File: src/rtl/ps2_pkg.sv
// Shared definitions for the PS/2 packet controller.
//   frame_state_e : framing FSM states (BYTE1/BYTE2/BYTE3)
//   PKT_W         : width of one assembled packet (three bytes)
//   SYNC_BIT      : bit of the first byte that is always 1 on a valid packet
//   FIFO_DEPTH    : number of packets the output FIFO can hold
//   pack_pkt      : concatenates three bytes into a packet, byte1 in the MSBs
package ps2_pkg;

  typedef enum logic [1:0] {
    BYTE1 = 2'd0,
    BYTE2 = 2'd1,
    BYTE3 = 2'd2
  } frame_state_e;

  localparam int PKT_W      = 24;
  localparam int SYNC_BIT   = 3;
  localparam int FIFO_DEPTH = 2;

  function automatic logic [PKT_W-1:0] pack_pkt(input logic [7:0] b1,
                                                input logic [7:0] b2,
                                                input logic [7:0] b3);
    return {b1, b2, b3};
  endfunction

endpackage

File: src/rtl/ps2_pkt_fifo.sv
// Two-entry packet FIFO feeding the consumer side of ps2_packet_ctrl.
// Ports:
//   clk, reset     : clock, asynchronous active-high reset
//   push, push_data: write request and packet; accepted when not full or
//                    when a pop happens in the same cycle
//   pop            : remove the head (ignored when empty)
//   head           : current head packet, 0 when empty
//   full, empty    : occupancy flags, both straight from the count register
module ps2_pkt_fifo
  import ps2_pkg::*;
(
  input  logic             clk,
  input  logic             reset,
  input  logic             push,
  input  logic [PKT_W-1:0] push_data,
  input  logic             pop,
  output logic [PKT_W-1:0] head,
  output logic             full,
  output logic             empty
);

  logic [PKT_W-1:0] mem [FIFO_DEPTH];
  logic             wr_ptr;
  logic             rd_ptr;
  logic [1:0]       count;
  logic             do_push;
  logic             do_pop;

  assign empty   = (count == 2'd0);
  assign full    = (count == 2'd2);
  assign do_pop  = pop && !empty;
  // A pop frees the slot under rd_ptr, which equals wr_ptr when full, so a
  // simultaneous push can reuse it safely.
  assign do_push = push && (!full || do_pop);
  assign head    = empty ? '0 : mem[rd_ptr];

  always_ff @(posedge clk or posedge reset) begin
    if (reset) begin
      mem[0] <= '0;
      mem[1] <= '0;
      wr_ptr <= 1'b0;
      rd_ptr <= 1'b0;
      count  <= 2'd0;
    end else begin
      if (do_push) begin
        mem[wr_ptr] <= push_data;
        wr_ptr      <= ~wr_ptr;
      end
      if (do_pop) begin
        rd_ptr <= ~rd_ptr;
      end
      case ({do_push, do_pop})
        2'b10:   count <= count + 2'd1;
        2'b01:   count <= count - 2'd1;
        default: count <= count;
      endcase
    end
  end

endmodule

File: src/rtl/ps2_packet_ctrl.sv
// PS/2 mouse packet framer: groups incoming bytes into 3-byte packets,
// resynchronises on a bad first byte or an inter-byte timeout, and queues
// finished packets in a 2-entry FIFO.
// Ports:
//   clk, reset   : clock, asynchronous active-high reset
//   in_byte      : received byte, valid when in_valid is high (one-cycle strobe)
//   pkt_data     : head packet {byte1, byte2, byte3}, 0 when no packet waits
//   pkt_valid    : head packet available
//   pkt_ready    : consumer accepts the head
//   drop_cnt     : packets lost to a full FIFO, saturates at 255
//   sync_err     : one-cycle pulse, first byte rejected (sync bit clear)
//   timeout_err  : one-cycle pulse, partial packet abandoned after idling
//   fsm_state    : current framing state, for observation
// Handshake: a packet transfers on every rising edge where pkt_valid and
// pkt_ready are both high; while pkt_valid is high and pkt_ready is low the
// head (pkt_data) is held unchanged. pkt_valid never depends on pkt_ready.
module ps2_packet_ctrl
  import ps2_pkg::*;
#(
  parameter int unsigned TIMEOUT = 255
) (
  input  logic             clk,
  input  logic             reset,
  input  logic [7:0]       in_byte,
  input  logic             in_valid,
  output logic [PKT_W-1:0] pkt_data,
  output logic             pkt_valid,
  input  logic             pkt_ready,
  output logic [7:0]       drop_cnt,
  output logic             sync_err,
  output logic             timeout_err,
  output frame_state_e     fsm_state
);

  localparam logic [15:0] IDLE_LAST = 16'(TIMEOUT - 1);

  frame_state_e state_q;
  logic [7:0]   byte1_q;
  logic [7:0]   byte2_q;
  logic [15:0]  idle_q;
  logic         push;
  logic         pop;
  logic         fifo_full;
  logic         fifo_empty;
  logic         drop;

  assign push      = (state_q == BYTE3) && in_valid;
  assign pop       = pkt_valid && pkt_ready;
  assign pkt_valid = !fifo_empty;
  // A pop in the same cycle makes room, so only a push against a full FIFO
  // with no pop loses the packet.
  assign drop      = push && fifo_full && !pop;
  assign fsm_state = state_q;

  ps2_pkt_fifo u_fifo (
    .clk       (clk),
    .reset     (reset),
    .push      (push),
    .push_data (pack_pkt(byte1_q, byte2_q, in_byte)),
    .pop       (pop),
    .head      (pkt_data),
    .full      (fifo_full),
    .empty     (fifo_empty)
  );

  always_ff @(posedge clk or posedge reset) begin
    if (reset) begin
      state_q     <= BYTE1;
      byte1_q     <= '0;
      byte2_q     <= '0;
      idle_q      <= '0;
      sync_err    <= 1'b0;
      timeout_err <= 1'b0;
    end else begin
      sync_err    <= 1'b0;
      timeout_err <= 1'b0;
      case (state_q)
        BYTE1: begin
          idle_q <= '0;
          if (in_valid) begin
            if (in_byte[SYNC_BIT]) begin
              byte1_q <= in_byte;
              state_q <= BYTE2;
            end else begin
              sync_err <= 1'b1;
            end
          end
        end
        BYTE2, BYTE3: begin
          // An arriving byte always beats the timeout on the same cycle.
          if (in_valid) begin
            idle_q <= '0;
            if (state_q == BYTE2) begin
              byte2_q <= in_byte;
              state_q <= BYTE3;
            end else begin
              state_q <= BYTE1;
            end
          end else if (idle_q == IDLE_LAST) begin
            idle_q      <= '0;
            byte1_q     <= '0;
            byte2_q     <= '0;
            state_q     <= BYTE1;
            timeout_err <= 1'b1;
          end else begin
            idle_q <= idle_q + 16'd1;
          end
        end
        default: begin
          state_q <= BYTE1;
          idle_q  <= '0;
        end
      endcase
    end
  end

  always_ff @(posedge clk or posedge reset) begin
    if (reset) begin
      drop_cnt <= 8'd0;
    end else if (drop && (drop_cnt != 8'hFF)) begin
      drop_cnt <= drop_cnt + 8'd1;
    end
  end

endmodule

File: config.mk
export PLATFORM = sky130hd
export DESIGN_NAME = ps2_packet_ctrl
export DESIGN_NICKNAME = d
export VERILOG_FILES = /design/src/rtl/ps2_pkg.sv /design/src/rtl/ps2_pkt_fifo.sv /design/src/rtl/ps2_packet_ctrl.sv
export SDC_FILE = /design/constraint.sdc
export NUM_CORES = 1
export LEC_CHECK = 0
export CAP_MARGIN = 0
export CORE_ASPECT_RATIO = 0.5
export CORE_MARGIN = 1.5
export CORE_UTILIZATION = 35
export DETAILED_ROUTE_END_ITERATION = 8
export HOLD_SLACK_MARGIN = 0.1
export PLACE_DENSITY = 0.59
export SLEW_MARGIN = 40
export SYNTH_ARGS = -nofsm -noshare
export SYNTH_HDL_FRONTEND = slang
export SYNTH_SLANG_ARGS = --single-unit
File: constraint.sdc
create_clock -name clk -period 5 [get_ports clk]
set_input_delay 1 -clock clk [delete_from_list [all_inputs] [get_ports clk]]
set_output_delay 1 -clock clk [all_outputs]
set_load 0.1 [all_outputs]
[Word-level counts from Yosys, hierarchy flattened]
Cells that the tools add are included.
Word-level totals
  input port bits: 12
  flip-flop bits (word level): 96
Cells by class
  muxes and demuxes: 30
  add/sub/neg operators: 4
  magnitude comparators: 3
  reductions and logical operators: 21
  bitwise logic cells: 4
  equal/unequal tests: 13
Operators by type and width (count)
  $mux 24: 5
  $bwmux 48: 1
  $mux 16: 3
  $mux 8: 6
  $demux 24 s1: 1
  $add 16x1->16 const B: 1
  $eq 16x8->1 const B: 1
  $pmux 8 s2: 1
  $mux 2: 5
  $add 8x1->8 const B: 1
  $logic_and 1x1->1: 8
  $ne 2x2->1 const B: 4
  $ne 8x8->1 const B: 1
  $pmux 2 s2: 2
  $eq 2x2->1 const B: 3
  $mux 1: 6
  $reduce_and 3->1: 2
  $reduce_bool 2->1: 3
  $reduce_and 5->1: 1
  $eq 2x1->1 const B: 2
  $ge 2x2->1 const B: 2
  $logic_not 2->1: 2
  $not 1->2: 2
  $logic_not 1->1: 3
  8 further kinds: 9

[Longest topological paths before layout]
  depth in word-level cells: 8
  mapped depth: 7

[Hierarchy]
Synthesis repeated with hierarchy kept, for this count alone.
Unflattened totals
  cells, all modules: 374
  area, all modules: 4488.1 um2
By module, submodules not included
  ps2_pkt_fifo: cells an instance 181, area each 2451.1 um2, instances 1, seq. area each 1301.2 um2
  ps2_packet_ctrl: cells an instance 193, area each 2037.0 um2, instances 1, seq. area each 1101.1 um2

[Least setup slack after synthesis]
Ideal clock, no wire load.
  path kind: register to output
  from: register u_fifo.rd_ptr
  to: output pkt_data[10]
  slack: 1.733 ns
  data arrival time: 2.267 ns
  stages on the path, launching flop included: 5
  cell sequence: dfrtp_1 clkbuf_1 buf_2 mux2i_1 nor2_1
On the way
  word-level cells in the longest chain between the ends: 5
Ends and longest elaborated chain
  from (decl): line ps2_pkt_fifo.sv:24  | logic rd_ptr;
  from (signal assigned): line ps2_pkt_fifo.sv:50  | rd_ptr <= ~rd_ptr;
  $not 1->2 (implied by the code): line ps2_pkt_fifo.sv:35  | assign head = empty ? '0 : mem[rd_ptr];
  $mux 24 (implied by the code) (3 in series): line ps2_pkt_fifo.sv:35
  $mux 24: line ps2_pkt_fifo.sv:35
  to (decl): line ps2_packet_ctrl.sv:26  | output logic [PKT_W-1:0] pkt_data,
Every way passes these cells. The select of a mux whose other input is x is not followed.

[Worst setup path after layout]
  from: register u_fifo.rd_ptr
  to: output pkt_data[21]
Same word-level chain as after synthesis.

==> summary.txt <==
Run status
  – Status: finished clean

Final layout
  – # fillers: around 1.2k
  – Multi-input gate area: around 2000 µm²
  – Share of layout cells above drive strength 1: between 20% and 30%
  – Syn-to-layout area delta: 17.27%
  – Register area: between 2000 and 2500 µm²
  – Final nets: approximately 440
  – # diodes: 0

Clocking
  – Clk pin slew, worst setup/hold paths: approximately 0.07 ns
  – Post-CTS Resized: 0
  – CTS Buffer Depth: 2
  – Post-CTS Hold Fix Bufs: 0
  – CTS root buf: clkbuf_16
  – Setup Buffers After CTS: 0
  – Clock latency on the worst-skew pair: 0.34 ns
  – CTS tree: done
  – H-tree levels: 3
  – Clk sinks: between 90 and 100
  – CTS buffer count: 9

Worst setup path
  – CP endpoint kind: output pin
  – Startpoint Class: flop
  – Setup crit start: u_fifo.rd_ptr
  – Cells on worst reg2reg path: 6
  – R2R Path Start: fsm_state[0]
  – Worst flop-to-flop path endpoint: u_fifo.mem[46]
  – Worst R2R Setup Slack: 2.85 ns
  – Worst-path fanout max: 22
  – Crit Path Class: reg -> out
  – Worst Path Required: roughly 4 ns
  – Worst setup path endpoint: pkt_data[21]
  – Crit path DAT: 1.86 ns

Route
  – Post-route ant nets: 0
  – Wire length per cell: roughly 15 µm
  – DR iter-0 viols: 124
  – WL final: 8.711 mm
  – Residual DRC: 0
  – DR pass1 iterations: 4
  – Via density: roughly 4.7
  – Via count: 2811

Logic synthesis
  – Ys async rst share: 100.0%
  – Cell taking the most area after synthesis: dfrtp_1
  – Synthesized area: about 4500 µm²
  – Yosys warnings: 0
  – Top cells by area, synth: dfrtp_1 53%, mux2_2 7.0%, mux2i_1 6.9%
  – Count of cell types in the netlist: 40
  – Mean Syn Cell Area: 12.07 µm²
  – Top_reg_cell synth: dfrtp_1
  – Yosys reg bits: 96
  – Seq/Total Area, Yosys: between 50% and 60%
  – Syn Inst Count: 372
  – Post-synth EDFFs: 0
  – Post-synth top area share: approximately 53%
  – Mapped Nets: around 390

GRT
  – First-pass GRT wire length: between 10 and 15 mm
  – Grt ovf: 0
  – Vias in the first global route: 2788
  – GR Util All Layers: between 10% and 20%
  – Initial antenna violation count: 0
  – Largest net degree at the start of global routing: 58

Timing
  – Tmin final: ~2.9 ns
  – Max frequency: ~350 MHz
  – Slew headroom: 52.82%
  – Layout Skew: 0.006394 ns
  – Fin. max-slew vios: 0
  – Post-route setup TNS: 0 ns
  – Final hold viol count: 0
  – Unrepaired setup endpoints after global routing: false
  – Final period util: around 57%
  – Setup violators final: 0
  – Fin worst setup slack: 2.143 ns
  – Measured slew at the worst slew-check pin: roughly 0.71 ns

Floorplanning
  – Core area: 12590 µm²
  – Std-Cell Rows: 29
  – Die Span Y: ~83 µm
  – # IOs: 49
  – Initial Utilization: between 30% and 40%
  – Die ar.: between 10000 and 15000 µm²
  – Die Wd: roughly 160 µm

Place
  – HPWL after DPL: 5.850 mm
  – DP Worst Slack: between 1.5 and 2 ns
  – Port bufs: 48
  – GP Congestion: approximately 0.74

Min path
  – Hold Crit Class: reg -> reg

Flow run
  – Max-Cap Viols: 0
## placed cells by master (no fill, tap or decap), types with 8 or more instances in the layout
cell type        instances
mux2_4                  20
xor2_1                  13
nand3_1                 10
buf_2                   37
dfrtp_1                 96
nand2_1                 28
clkdlybuf4s50_1         11
o21ai_0                 13
mux2i_1                 31
mux2_2                  28
xnor2_1                 11
clkbuf_16                9
inv_1                    8
ha_1                     8
nor2_1                  50
## critical path, stage by stage (launching register included)
cell	delay, ns
dfrtp_1	0.43
buf_4	0.41
mux2i_1	0.14
nor2_1	0.11
buf_2	0.43
## worst min-delay path by stage
| stage | depth (start not counted) | slack (ns) | startpoint | end |
|---|---|---|---|---|
| after global routing | 1 | 0.50 | drop_cnt[7] | drop_cnt[7] |
| after CTS | 2 | 0.49 | u_fifo.mem[19] | u_fifo.mem[19] |
| after floorplan | 2 | 0.45 | u_fifo.mem[19] | u_fifo.mem[19] |
| final | 2 | 0.49 | u_fifo.mem[19] | u_fifo.mem[19] |
| after global placement | 2 | 0.48 | u_fifo.mem[19] | u_fifo.mem[19] |
| after detailed placement | 2 | 0.48 | u_fifo.mem[19] | u_fifo.mem[19] |
## routing by layer
metal  GRT usage, %  wire length, µm  up-vias
met5              0                0        -
met4          3.003               73        0
met3          4.845              332        7
met2          22.00             4098       27
met1          18.94             4206     1405
li1               -                -     1372
## cell usage after synthesis (2+ instances only)
| master | n |
|---|---|
| inv_1 | 9 |
| xnor2_1 | 11 |
| nor4_1 | 4 |
| nand2_1 | 28 |
| ha_1 | 8 |
| buf_2 | 6 |
| mux2_2 | 28 |
| nand4_1 | 6 |
| nor2_1 | 51 |
| o21ai_0 | 13 |
| and4_1 | 2 |
| mux2_4 | 20 |
| xor2_1 | 13 |
| buf_6 | 2 |
| or3_1 | 3 |
| dfrtp_1 | 96 |
| clkbuf_1 | 3 |
| nor3_1 | 6 |
| buf_4 | 2 |
| nand3_1 | 10 |
| a21oi_1 | 2 |
| mux2i_1 | 31 |
## state kept, by name, summed over array words and instances (netlist names)
| signal | cells |
|---|---|
| byte1_q | 8 |
| byte2_q | 8 |
| drop_cnt | 8 |
| fsm_state | 2 |
| idle_q | 16 |
| sync_err | 1 |
| timeout_err | 1 |
| u_fifo.count | 2 |
| u_fifo.mem | 48 |
| u_fifo.rd_ptr | 1 |
| u_fifo.wr_ptr | 1 |
## through the flow
stage	util [%]	hold slack, ns	cell area, µm²	instances
2_1_floorplan	-	0.4496	4492	372
3_3_place_gp	40.73	0.4844	5129	579
3_5_place_dp	39.48	0.4794	4971	580
4_1_cts	41.83	0.4943	5266	595
5_1_grt	41.84	0.5017	5268	595
6_report	41.84	0.4885	5268	595
## cell families after synthesis
family          Yosys count  share of synthesized area, %
simple gates            123                         13.82
compound gates           19                         2.590
xor+xnor                 24                         4.680
flops                    96                         53.48
mux                      79                         20.61
fa+ha+maj                 8                         2.229
buf+inv                  23                         2.590
## area by class of cell
class | instances | area share [%]
clock buffer | 9 | 4.276
tap | 170 | 4.038
timing repair buffer | 52 | 6.556
inverter | 9 | 0.6888
multi-input combinational | 253 | 37.51
sequential | 96 | 45.61
clock inverter | 6 | 1.330
Power is left out: the tool's default activity adds up to more than one toggle a clock period on the data nets, which glitch-free logic cannot reach.
